## src/rtl/araucaria_pkg.sv

```systemverilog
// Shared constants for the araucaria core: widths, opcodes, reset values.
// Latency: n/a (package only).
// Backpressure: n/a.
package araucaria_pkg;

  localparam int PC_W      = 10;
  localparam int INSTR_W   = 16;
  localparam int OPCODE_W  = 6;
  localparam int OPERAND_W = 10;

  localparam logic [OPCODE_W-1:0] OP_NOP  = 6'h00;
  localparam logic [OPCODE_W-1:0] OP_JMP  = 6'h01;
  localparam logic [OPCODE_W-1:0] OP_JZ   = 6'h02;
  localparam logic [OPCODE_W-1:0] OP_HALT = 6'h3F;

  // Decode treats this word as "do nothing"; it is what instr shows out of reset.
  localparam logic [INSTR_W-1:0] NOP_WORD = {OP_NOP, {OPERAND_W{1'b0}}};

  localparam logic [PC_W-1:0] RESET_PC_DEF = '0;

endpackage

```

## src/rtl/fetch_skid_buf.sv

```systemverilog
// Ordered two-entry output/skid buffer holding fetched instructions with their PC.
// Latency: an enqueued entry is visible on out_* the next cycle when the buffer drains.
// Backpressure: holds out_* stable while !deq_rdy; caller must not enqueue when full (use count).
module fetch_skid_buf #(
  parameter int                PW        = 10,
  parameter int                IW        = 16,
  parameter logic [IW-1:0]     RST_INSTR = '0
) (
  input  logic          clk,
  input  logic          reset,
  input  logic          flush,
  input  logic          enq_vld,
  input  logic [IW-1:0] enq_instr,
  input  logic [PW-1:0] enq_pc,
  input  logic          deq_rdy,
  output logic          out_vld,
  output logic [IW-1:0] out_instr,
  output logic [PW-1:0] out_pc,
  output logic [1:0]    count
);

  logic          out_v_q, out_v_d;
  logic [IW-1:0] out_instr_q, out_instr_d;
  logic [PW-1:0] out_pc_q, out_pc_d;
  logic          skid_v_q, skid_v_d;
  logic [IW-1:0] skid_instr_q, skid_instr_d;
  logic [PW-1:0] skid_pc_q, skid_pc_d;
  logic          deq;

  assign deq       = out_v_q & deq_rdy;
  assign out_vld   = out_v_q;
  assign out_instr = out_instr_q;
  assign out_pc    = out_pc_q;
  assign count     = {1'b0, out_v_q} + {1'b0, skid_v_q};

  // Next-state: keep order output -> skid -> incoming; flush drops everything after any handshake.
  always_comb begin
    out_v_d      = out_v_q;
    out_instr_d  = out_instr_q;
    out_pc_d     = out_pc_q;
    skid_v_d     = skid_v_q;
    skid_instr_d = skid_instr_q;
    skid_pc_d    = skid_pc_q;
    if (deq) begin
      if (skid_v_q) begin
        out_v_d     = 1'b1;
        out_instr_d = skid_instr_q;
        out_pc_d    = skid_pc_q;
        skid_v_d    = enq_vld;
        if (enq_vld) begin
          skid_instr_d = enq_instr;
          skid_pc_d    = enq_pc;
        end
      end else begin
        out_v_d = enq_vld;
        if (enq_vld) begin
          out_instr_d = enq_instr;
          out_pc_d    = enq_pc;
        end
      end
    end else if (!out_v_q) begin
      out_v_d = enq_vld;
      if (enq_vld) begin
        out_instr_d = enq_instr;
        out_pc_d    = enq_pc;
      end
    end else if (enq_vld) begin
      skid_v_d     = 1'b1;
      skid_instr_d = enq_instr;
      skid_pc_d    = enq_pc;
    end
    if (flush) begin
      out_v_d  = 1'b0;
      skid_v_d = 1'b0;
    end
  end

  // Buffer registers; reset restores the NOP word and PC 0 on the visible output.
  always_ff @(posedge clk) begin
    if (reset) begin
      out_v_q      <= 1'b0;
      out_instr_q  <= RST_INSTR;
      out_pc_q     <= '0;
      skid_v_q     <= 1'b0;
      skid_instr_q <= RST_INSTR;
      skid_pc_q    <= '0;
    end else begin
      out_v_q      <= out_v_d;
      out_instr_q  <= out_instr_d;
      out_pc_q     <= out_pc_d;
      skid_v_q     <= skid_v_d;
      skid_instr_q <= skid_instr_d;
      skid_pc_q    <= skid_pc_d;
    end
  end

endmodule

```

## src/rtl/fetch_ctrl.sv

```systemverilog
// Instruction fetch sequencer: drives ROM address, absorbs 1-cycle ROM latency, handles redirect/halt.
// Latency: issue in cycle N -> instr_valid with that PC in cycle N+2; 1 instr/cycle sustained.
// Backpressure: credit-limited issue (max 2 buffered + in-flight); outputs hold while !instr_ready.
module fetch_ctrl
  import araucaria_pkg::*;
#(
  parameter int                           PC_W     = araucaria_pkg::PC_W,
  parameter int                           INSTR_W  = araucaria_pkg::INSTR_W,
  parameter logic [araucaria_pkg::PC_W-1:0] RESET_PC = araucaria_pkg::RESET_PC_DEF
) (
  input  logic               clk,
  input  logic               reset,
  output logic [PC_W-1:0]    rom_pc,
  input  logic [INSTR_W-1:0] rom_instr,
  output logic [INSTR_W-1:0] instr,
  output logic [PC_W-1:0]    instr_pc,
  output logic               instr_valid,
  input  logic               instr_ready,
  input  logic               redirect,
  input  logic [PC_W-1:0]    redirect_pc,
  input  logic               halt
);

  logic [PC_W-1:0] fpc_q, fpc_d;
  logic            pend_q, pend_d;
  logic [PC_W-1:0] pend_pc_q, pend_pc_d;
  logic [1:0]      buf_count;
  logic [2:0]      occupancy;
  logic [2:0]      capacity;
  logic            deq;
  logic            issue;

  assign rom_pc    = fpc_q;
  assign deq       = instr_valid & instr_ready;
  // Slots in use vs. slots available this cycle (a consumed output frees one).
  assign occupancy = {1'b0, buf_count} + {2'b00, pend_q};
  assign capacity  = 3'd2 + {2'b00, deq};
  // The redirect cycle never issues: rom_pc still shows the stale pointer.
  assign issue     = !halt && !redirect && (occupancy < capacity);

  // Fetch pointer and in-flight tracking; the in-flight read always retires the next cycle.
  always_comb begin
    fpc_d     = fpc_q;
    pend_d    = issue;
    pend_pc_d = pend_pc_q;
    if (issue) begin
      fpc_d     = fpc_q + PC_W'(1);
      pend_pc_d = fpc_q;
    end
    if (redirect) begin
      fpc_d = redirect_pc;
    end
  end

  // Pointer registers with synchronous reset taking priority over redirect.
  always_ff @(posedge clk) begin
    if (reset) begin
      fpc_q     <= PC_W'(RESET_PC);
      pend_q    <= 1'b0;
      pend_pc_q <= '0;
    end else begin
      fpc_q     <= fpc_d;
      pend_q    <= pend_d;
      pend_pc_q <= pend_pc_d;
    end
  end

  fetch_skid_buf #(
    .PW        (PC_W),
    .IW        (INSTR_W),
    .RST_INSTR (INSTR_W'(NOP_WORD))
  ) u_buf (
    .clk       (clk),
    .reset     (reset),
    .flush     (redirect),
    .enq_vld   (pend_q),
    .enq_instr (rom_instr),
    .enq_pc    (pend_pc_q),
    .deq_rdy   (instr_ready),
    .out_vld   (instr_valid),
    .out_instr (instr),
    .out_pc    (instr_pc),
    .count     (buf_count)
  );

endmodule

```

## config.mk

```make
export PLATFORM = sky130hd
export DESIGN_NAME = fetch_ctrl
export DESIGN_NICKNAME = d
export VERILOG_FILES = /design/src/rtl/araucaria_pkg.sv /design/src/rtl/fetch_skid_buf.sv /design/src/rtl/fetch_ctrl.sv
export SDC_FILE = /design/constraint.sdc
export NUM_CORES = 1
export LEC_CHECK = 0
export BUFFER_PORTS_ARGS = -buffer_cell sky130_fd_sc_hd__buf_2
export CAP_MARGIN = 10
export CORE_ASPECT_RATIO = 0.5
export CORE_MARGIN = 4
export CORE_UTILIZATION = 55
export DETAILED_ROUTE_END_ITERATION = 10
export PLACE_DENSITY_LB_ADDON = 0.1
export SYNTH_ARGS = -nofsm -noshare
export SYNTH_HDL_FRONTEND = slang
export SYNTH_HIERARCHICAL = 1
export SYNTH_SLANG_ARGS = --single-unit
```

## constraint.sdc

```tcl
create_clock -name clk -period 2.77 [get_ports clk]
set_clock_uncertainty 0.15 [all_clocks]
set_input_delay 0.554 -clock clk [delete_from_list [all_inputs] [get_ports clk]]
set_output_delay 0.554 -clock clk [all_outputs]
set_load 0.05 [all_outputs]
```

# After elaboration in Yosys (flattened, before gate mapping)
# Cells that the tools add are included.
[word_totals] ff_bits=75 wordCells=52
[classes] addsub=4 magnitude_cmp=1 eq_ne=2 mux=25 n_bitwise=1 n_reduce_logical=10
[op_table] op="$mux 16" n=8
[op_table] op="$mux 10" n=10
[op_table] op="$add 10x1->10 const B" n=1
[op_table] op="$mux 1" n=7
[op_table] op="$reduce_bool 2->1" n=3
[op_table] op="$reduce_and 2->1" n=2
[op_table] op="$add 2x1->3" n=1
[op_table] op="$add 2x1->3 const A" n=1
[op_table] op="$lt 3x3->1" n=1
[op_table] op="$add 1x1->2" n=1
[op_table] op="$logic_and 1x1->1" n=2
[op_table] op="$logic_not 1->1" n=2
[op_table] op="$ne 2x1->1 const B" n=1
[op_table] op="$ne 2x2->1 const B" n=1
[op_table] op="$reduce_or 2->1" n=1
[op_table] op="$and 1x1->1" n=1

# Longest topological paths before layout
# Gate-level depths: netlist of the first run.
[logic_depth] word_depth=6 mapped_depth=8

# By module
# The synthesis of the first run kept the hierarchy.
[modules_own_cells] mod="fetch_skid_buf" n_inst=1 cells_each=272 area_per_inst_um2=2607.5 seq_area_each_um2=1081.0
[modules_own_cells] mod="fetch_ctrl" n_inst=1 cells_each=102 area_per_inst_um2=1088.5 seq_area_each_um2=420.4

# Worst setup path before layout of the first run
# No wires, ideal clock.
[synth_timing] path_type="register -> register" start="reg u_buf.out_v_q (netlist: u_buf/out_vld)" end="reg pend_pc_q[2]" arrival_time_ns=2.609 t_required_ns=2.492 setup_slack_ns=-0.116 path_stages_with_launch=9 path_buffers=2 synth_period_minus_slack_ns=2.886 cell_sequence="dfxtp_1 ha_1 ha_1 ha_1 buf_2 a2111oi_4 buf_4 mux2i_1 nor2_1"
[synth_between] elab_chain_cells=4 word_cells_on_any_way=6
[synth_rtl] element="start, declared" line_no="fetch_skid_buf.sv:22" source="logic out_v_q, out_v_d;"
[synth_rtl] element="start signal, assigned" line_no="fetch_skid_buf.sv:88" source="out_v_q <= out_v_d;"
[synth_rtl] element="$add 1x1->2" line_no="fetch_skid_buf.sv:34" source="assign count = {1'b0, out_v_q} + {1'b0, skid_v_q};"
[synth_rtl] element="named net buf_count[0]" line_no="fetch_ctrl.sv:27" source="logic [1:0] buf_count;"
[synth_rtl] element="$add 2x1->3" line_no="fetch_ctrl.sv:36" source="assign occupancy = {1'b0, buf_count} + {2'b00, pend_q};"
[synth_rtl] element="$lt 3x3->1" line_no="fetch_ctrl.sv:39" source="assign issue = !halt && !redirect && (occupancy < capacity);"
[synth_rtl] element="$logic_and 1x1->1" line_no="fetch_ctrl.sv:39"
[synth_rtl] element="end signal, assigned" line_no="fetch_ctrl.sv:64" source="pend_pc_q <= pend_pc_d;"
[synth_rtl] element="end, declared" line_no="fetch_ctrl.sv:26" source="logic [PC_W-1:0] pend_pc_q, pend_pc_d;"
# The timed path passes the listed nets, and every way through them passes these cells.
# A chain may end at the register's enable or synchronous reset.

# Worst setup path in the final report of the first run
[layout_timing] start="reg u_buf.skid_v_q" end="reg pend_pc_q[8]"
[layout_between] elab_chain_cells=4
[layout_rtl] element="start, declared" line_no="fetch_skid_buf.sv:25" source="logic skid_v_q, skid_v_d;"
[layout_rtl] element="start signal, assigned" line_no="fetch_skid_buf.sv:91" source="skid_v_q <= skid_v_d;"
[layout_rtl] element="$add 1x1->2" line_no="fetch_skid_buf.sv:34"
[layout_rtl] element="named net buf_count[0]" line_no="fetch_ctrl.sv:27"
[layout_rtl] element="$add 2x1->3" line_no="fetch_ctrl.sv:36"
[layout_rtl] element="$lt 3x3->1" line_no="fetch_ctrl.sv:39"
[layout_rtl] element="$logic_and 1x1->1" line_no="fetch_ctrl.sv:39"
# The timed path passes the listed nets, and every way through them passes these cells.

==> metrics.csv, run 1 <==
stage,metric,value,unit
run_status,status,finished clean,
pwr,pwr dens,596,nW/um^2
placed_design,Placed Cells,510,
min_path,worst min path class,reg -> reg,
drt,Starting DRT DRC Count,185,
drt,Post-Route WL,8.59,mm
clocking,Post-CTS Setup Bufs,0,
clocking,hold buffer count at cts,0,
sta,Tightest Pin Transition,0.635,ns
synthesis,share of the synthesized area in the top cell type,40.6,%
global_route,largest net degree at the start of global routing,76,
min_path,Hold Path Stages,2,
sta,PnR worst setup slack,0.221,ns
placed_design,pre-CTS setup slack,0.239,ns
sta,Achievable Freq,392,MHz
critical_path,Worst Setup Start Kind,flop,
drt,Via density,5.58,
synthesis,Post-Synthesis Cells,374,
clocking,PostCTS Resize Cnt,0,
floorplan,Die Area,8180,sq um
synthesis,synthesized area per cell,9.88,sq um
synthesis,synthesized flop and latch total,75,
synthesis,Netlist Area Pre-Place,3700,sq um
floorplan,Initial Util,58.8,%
synthesis,Synth cell types,35,
floorplan,Core Rows,20,
sta,minimum clock period after layout,2.55,ns
clocking,"Reg clk slew, reported paths",0.06,ns
clocking,clk_lat worst skew,0.33,ns
drt,vias,2934,
global_route,first-pass GRT wire length,14.0,mm
critical_path,critical path class,reg -> reg,
sta,Final setup viols,0,
global_route,GRT overflow,0,
synthesis,Synth area leaders,"dfxtp_1 (41%), mux2i_1 (17%), nand2_1 (5.8%)",
floorplan,Core Region,6280,sq um
layout,layout cells sized above 1,29.0,%
pwr,leakage power,1.83,nW
drt,DRC errors left,0,
pwr,VDD IR max,383,uV
placed_design,Port Buffers,67,
synthesis,Synth Warn #,6,
layout,Finished Layout Cells,526,
clocking,H-tree depth,3,
sta,final hold vios,0,
synthesis,post-synthesis sequential area ratio,40.6,%
placed_design,routability cong.,0.820,
synthesis,syn_nets,409,
layout,post-layout util,68.7,%
critical_path,crit end category,flop,
layout,antenna cell count,0,
critical_path,required time of the critical path,2.83,ns
drt,Detailed Routing Iterations Pass 1,4,
clocking,clk root buf,clkbuf_16,
floorplan,chip height,66.0,um
clocking,CTS Buffer Depth,2,
synthesis,cell taking the most area after synthesis,dfxtp_1,
critical_path,crit path DAT,2.61,ns
sta,final setup TNS,0,ns
layout,Layout Area Growth over Synthesis,16.8,%
global_route,GRT Total Usage,22.1,%
sta,RSZ-0062 raised after global routing,no,
floorplan,Die W,124,um
layout,nets@finish,468,
sta,Slew Limit Headroom,57.6,%
global_route,number of global-route vias before repair,2995,
drt,routed len/inst,16.3,um
placed_design,hpwl dp,5.58,mm
flow_run,max-cap viol count,0,
clocking,CTS tree,done,
clocking,Sink Count,75,
clocking,TritonCTS buffer count,9,
floorplan,Top Ports,68,
critical_path,reg2reg path depth,7,
sta,max-slew violations,0,
sta,crit share post-route,92.0,%
global_route,initial antenna violation count,0,
layout,# fillers,543,
drt,Routed Antenna Nets,0,
critical_path,Worst Path Max Fanout,11,
==> routing by layer <==
metal  wire length (um)  GRT usage (%)  share of wire (%)
met5                  0              0                  0
met4                 82           5.59               0.95
met3                469           6.50                5.5
met2               4080           39.2                 47
met1               3960           26.3                 46
==> synthesized netlist by cell type, drive strengths merged <==
| master | instances |
|---|---|
| or3b | 1 |
| dfxtp | 75 |
| nand3b | 1 |
| o21ai | 1 |
| buf | 19 |
| ha | 4 |
| nor3 | 1 |
| o21a | 1 |
| clkbuf | 9 |
| a22o | 22 |
| nor2b | 2 |
| mux2i | 63 |
| o211ai | 5 |
| a21oi | 27 |
| nand2b | 1 |
| nand4 | 1 |
| nand4bb | 1 |
| nand2 | 57 |
| a2111oi | 4 |
| a211oi | 16 |
| nor2 | 47 |
| inv | 4 |
| nand3 | 3 |
| xnor2 | 9 |
==> area by class of cell <==
cell class / instances / area (sq um) / area share (%)
Clock buffer: 13 / 260 / 6.03
Sequential cell: 75 / 1500 / 34.8
Tap cell: 88 / 110 / 2.55
Timing Repair Buffer: 76 / 415 / 9.62
Clock inverter: 3 / 46.3 / 1.07
Multi-Input combinational cell: 267 / 1970 / 45.6
Inverter: 4 / 15.0 / 0.348
==> through the flow <==
step	hold slack, ns	area, sq um	total power (W)
final	0.317	4320	0.00257
after global routing	0.337	4320	0.00267
after CTS	0.318	4320	0.00260
after detailed placement	0.311	4010	0.00142
after global placement	0.303	4010	0.00141
after floorplan	0.313	3700	0.00134
==> registers in the layout, indices dropped and copies added, names as in the netlist <==
signal and cells:
u_buf/skid_instr_q 16, u_buf/skid_v_q 1, u_buf/out_vld 1, pend_q 1, u_buf/out_pc 10, rom_pc 10, u_buf/skid_pc_q 10, u_buf/out_instr 16
pend_pc_q 10
==> where the power goes <==
part           internal (W)  total, W  leakage [nW]  switching (W)
registers           0.00111   0.00114         0.610      0.0000335
clock network      0.000748   0.00118         0.146       0.000433
logic             0.0000887  0.000253          1.08       0.000164
total               0.00194   0.00257          1.83       0.000630
==> critical path, cell delays in order (launching register included) <==
cell	delay (ns)
dfxtp_1	0.50
ha_1	0.30
ha_1	0.28
nand3b_4	0.27
a2111oi_4	0.38
buf_4	0.27
mux2i_1	0.22
nor2_1	0.05
==> kinds of logic after synthesis <==
group                      Yosys count  share of synthesized area (%)
buffers and inverters               32                           6.47
muxes                               63                           17.1
and+or+nand+nor                    115                           13.6
xor gates and xnor gates             9                           2.13
adders and majority gates            4                           1.35
AOI/OAI and AO/OA                   76                           18.8
DFF                                 75                           40.6
==> layout by cell type, fill, tap and decap left out <==
master,instances
nor3_1,1
o211ai_4,1
buf_2,67
o211ai_1,4
ha_1,4
clkbuf_1,2
nand3b_4,1
clkbuf_16,9
o21ai_1,1
a2111oi_4,3
nor2b_1,1
o21a_2,1
nand3_2,1
a22o_1,22
a211oi_2,4
nor2_1,47
buf_4,8
dfxtp_1,73
nand4bb_2,1
inv_1,4
xnor2_1,9
nand4_4,1
clkinv_4,1
mux2i_1,63
nand3_1,2
nand2_1,57
nor2b_2,1
a211oi_1,12
nand2b_1,1
buf_12,1
clkbuf_8,2
a2111oi_2,1
bufinv_16,1
dfxtp_2,2
clkinvlp_4,1
a21oi_2,19
a21oi_1,8
or3b_4,1
==> worst paths after layout <==
kind              slack (ns)          startpoint                 end
hold reg to reg         0.32  u_buf/out_instr[8]  u_buf/out_instr[8]
hold / removal          0.32  u_buf/out_instr[8]  u_buf/out_instr[8]
setup / recovery        0.22      u_buf/skid_v_q        pend_pc_q[8]
setup reg to reg        0.22      u_buf/skid_v_q        pend_pc_q[8]
Power figures use the tool's default switching activity.
==> inputs of run 2 (changes only) <==
--- a/config.mk
+++ b/config.mk
@@ -9,7 +9,7 @@
 export CAP_MARGIN = 10
 export CORE_ASPECT_RATIO = 0.5
 export CORE_MARGIN = 4
-export CORE_UTILIZATION = 55
+export CORE_UTILIZATION = 40
 export DETAILED_ROUTE_END_ITERATION = 10
 export PLACE_DENSITY_LB_ADDON = 0.1
 export SYNTH_ARGS = -nofsm -noshare
==> run 2 against run 1 <==
  * Non-clock buffer count shrank 1
  * Setup slack gained 0.053 ns
  * Final cell count grew 5.3%
  * Power grew 1.5%
  * Critical path depth is the same
  * Clock power grew 3%
  * Cell area grew 0.75%
  * Die area grew 34%
  * Combinational power is essentially flat
  * Utilization shrank 20 points
  * Highest routed layer unchanged
==> metrics.csv, run 2 (synthesis results as in run 1) <==
stage,metric,value,unit
run_status,status,finished clean,
layout,layout cells sized above 1,28.8,%
sta,max-slew violations,0,
drt,routed len/inst,16.0,um
floorplan,Die W,144,um
min_path,worst min path class,in -> reg,
critical_path,CP max stage delay,0.47,ns
global_route,GRT overflow,0,
critical_path,slowest stage cell on the critical path,dfxtp_2,
placed_design,Port Buffers,67,
layout,Layout Area Growth over Synthesis,17.7,%
critical_path,crit end category,flop,
critical_path,crit path DAT,2.54,ns
placed_design,Placement Cell Area,4040,sq um
layout,design area,4350,sq um
layout,"commonest non-fill, non-tap cells in the layout","dfxtp_1 (73), buf_2 (67), mux2i_1 (63)",
sta,final setup TNS,0,ns
critical_path,worst path cell trace,"ha_1, ha_1, nand3b_4, a2111oi_4, buf_4, mux2i_1, nor2_1",
clocking,TritonCTS buffer count,9,
clocking,clk_lat worst skew,0.33,ns
drt,Starting DRT DRC Count,128,
clocking,CTS tree,done,
clocking,Post-CTS Setup Bufs,0,
floorplan,Die Area,10900,sq um
pwr,VDD IR max,353,uV
sta,crit share post-route,90.1,%
global_route,number of global-route vias before repair,2793,
drt,Via density,5.20,
drt,Routed Antenna Nets,0,
sta,Final setup viols,0,
floorplan,Core Rows,24,
floorplan,Top Ports,68,
critical_path,Worst Setup Start Kind,flop,
global_route,initial antenna violation count,0,
floorplan,chip height,76.0,um
drt,Detailed Routing Iterations Pass 1,4,
clocking,clk root buf,clkbuf_16,
clocking,PostCTS Resize Cnt,0,
flow_run,max-cap viol count,0,
pwr,pwr dens,600,nW/um^2
critical_path,critical path class,reg -> reg,
placed_design,routability cong.,0.772,
clocking,hold buffer count at cts,0,
pwr,leakage power,1.83,nW
clocking,H-tree depth,3,
placed_design,hpwl dp,5.78,mm
floorplan,Initial Util,41.7,%
sta,Achievable Freq,401,MHz
global_route,GRT Total Usage,16.2,%
drt,DRC errors left,0,
sta,final hold vios,0,
global_route,first-pass GRT wire length,14.2,mm
layout,nets@finish,467,
critical_path,Worst path most repeated cell,ha_1,
sta,Slew Limit Headroom,58.7,%
drt,vias,2881,
sta,RSZ-0062 raised after global routing,no,
clocking,"Reg clk slew, reported paths",0.06,ns
layout,antenna cell count,0,
global_route,largest net degree at the start of global routing,76,
critical_path,Worst Path Max Fanout,11,
drt,Post-Route WL,8.89,mm
clocking,Sink Count,75,
layout,"most common cell after layout, fill and taps aside",dfxtp_1,
critical_path,required time of the critical path,2.82,ns
clocking,CTS Buffer Depth,2,
sta,minimum clock period after layout,2.50,ns
sta,Tightest Pin Transition,0.619,ns
floorplan,Core Region,8860,sq um
run 2: layer usage:
layer / vias up / routed length (um) / GRT usage, % / part of all wire, %
met2: 69 / 3870 / 24.7 / 44
met1: 1376 / 4360 / 22.2 / 49
met3: 9 / 551 / 5.02 / 6.2
met4: 0 / 105 / 4.51 / 1.2
li1: 1427 / - / - / -
met5: - / 0 / 0 / 0
run 2: worst paths after layout:
path                  startpoint                   to  slack [ns]  depth (start not counted)
max                u_buf/out_vld         pend_pc_q[0]        0.27                          7
min                     redirect        u_buf/out_vld        0.32                          2
max reg2reg        u_buf/out_vld         pend_pc_q[0]        0.27                          7
min reg2reg  u_buf/out_instr[10]  u_buf/out_instr[10]        0.32                          2
run 2: stage by stage:
stage	instances	hold WS (ns)	setup slack (ns)	power, W	utilization [%]
after CTS	554	0.312	0.266	0.00264	49.1
after detailed placement	538	0.312	0.281	0.00142	45.6
after floorplan	374	0.313	0.163	0.00134	-
after global routing	554	0.333	0.156	0.00270	49.1
after global placement	538	0.303	0.358	0.00141	45.6
final	554	0.316	0.274	0.00261	49.1
run 2: report_power, final:
part | switching (W) | internal (W) | leakage, nW | total, W
Clock | 0.000434 | 0.000786 | 0.150 | 0.00122
Sequential | 0.0000343 | 0.00111 | 0.610 | 0.00114
Combinational | 0.000165 | 0.0000881 | 1.07 | 0.000253
run 2: area by class of cell:
| class | instances | area (sq um) |
|---|---|---|
| clock buffers | 11 | 233 |
| flip-flops and latches | 75 | 1500 |
| repair buffers | 75 | 408 |
| inverters | 4 | 15.0 |
| fillers | 812 | 4510 |
| clock inverters | 5 | 77.6 |
| well taps | 117 | 146 |
| multi-input cells | 267 | 1970 |
run 2: worst max-delay path: cells and delay by family, from the launching register on:
kind / cells / cell delay (ns)
DFF: 1 / 0.47
and+or+nand+nor: 2 / 0.33
AOI/OAI and AO/OA: 1 / 0.38
adders and majority gates: 2 / 0.55
muxes: 1 / 0.22
buffers and inverters: 1 / 0.27
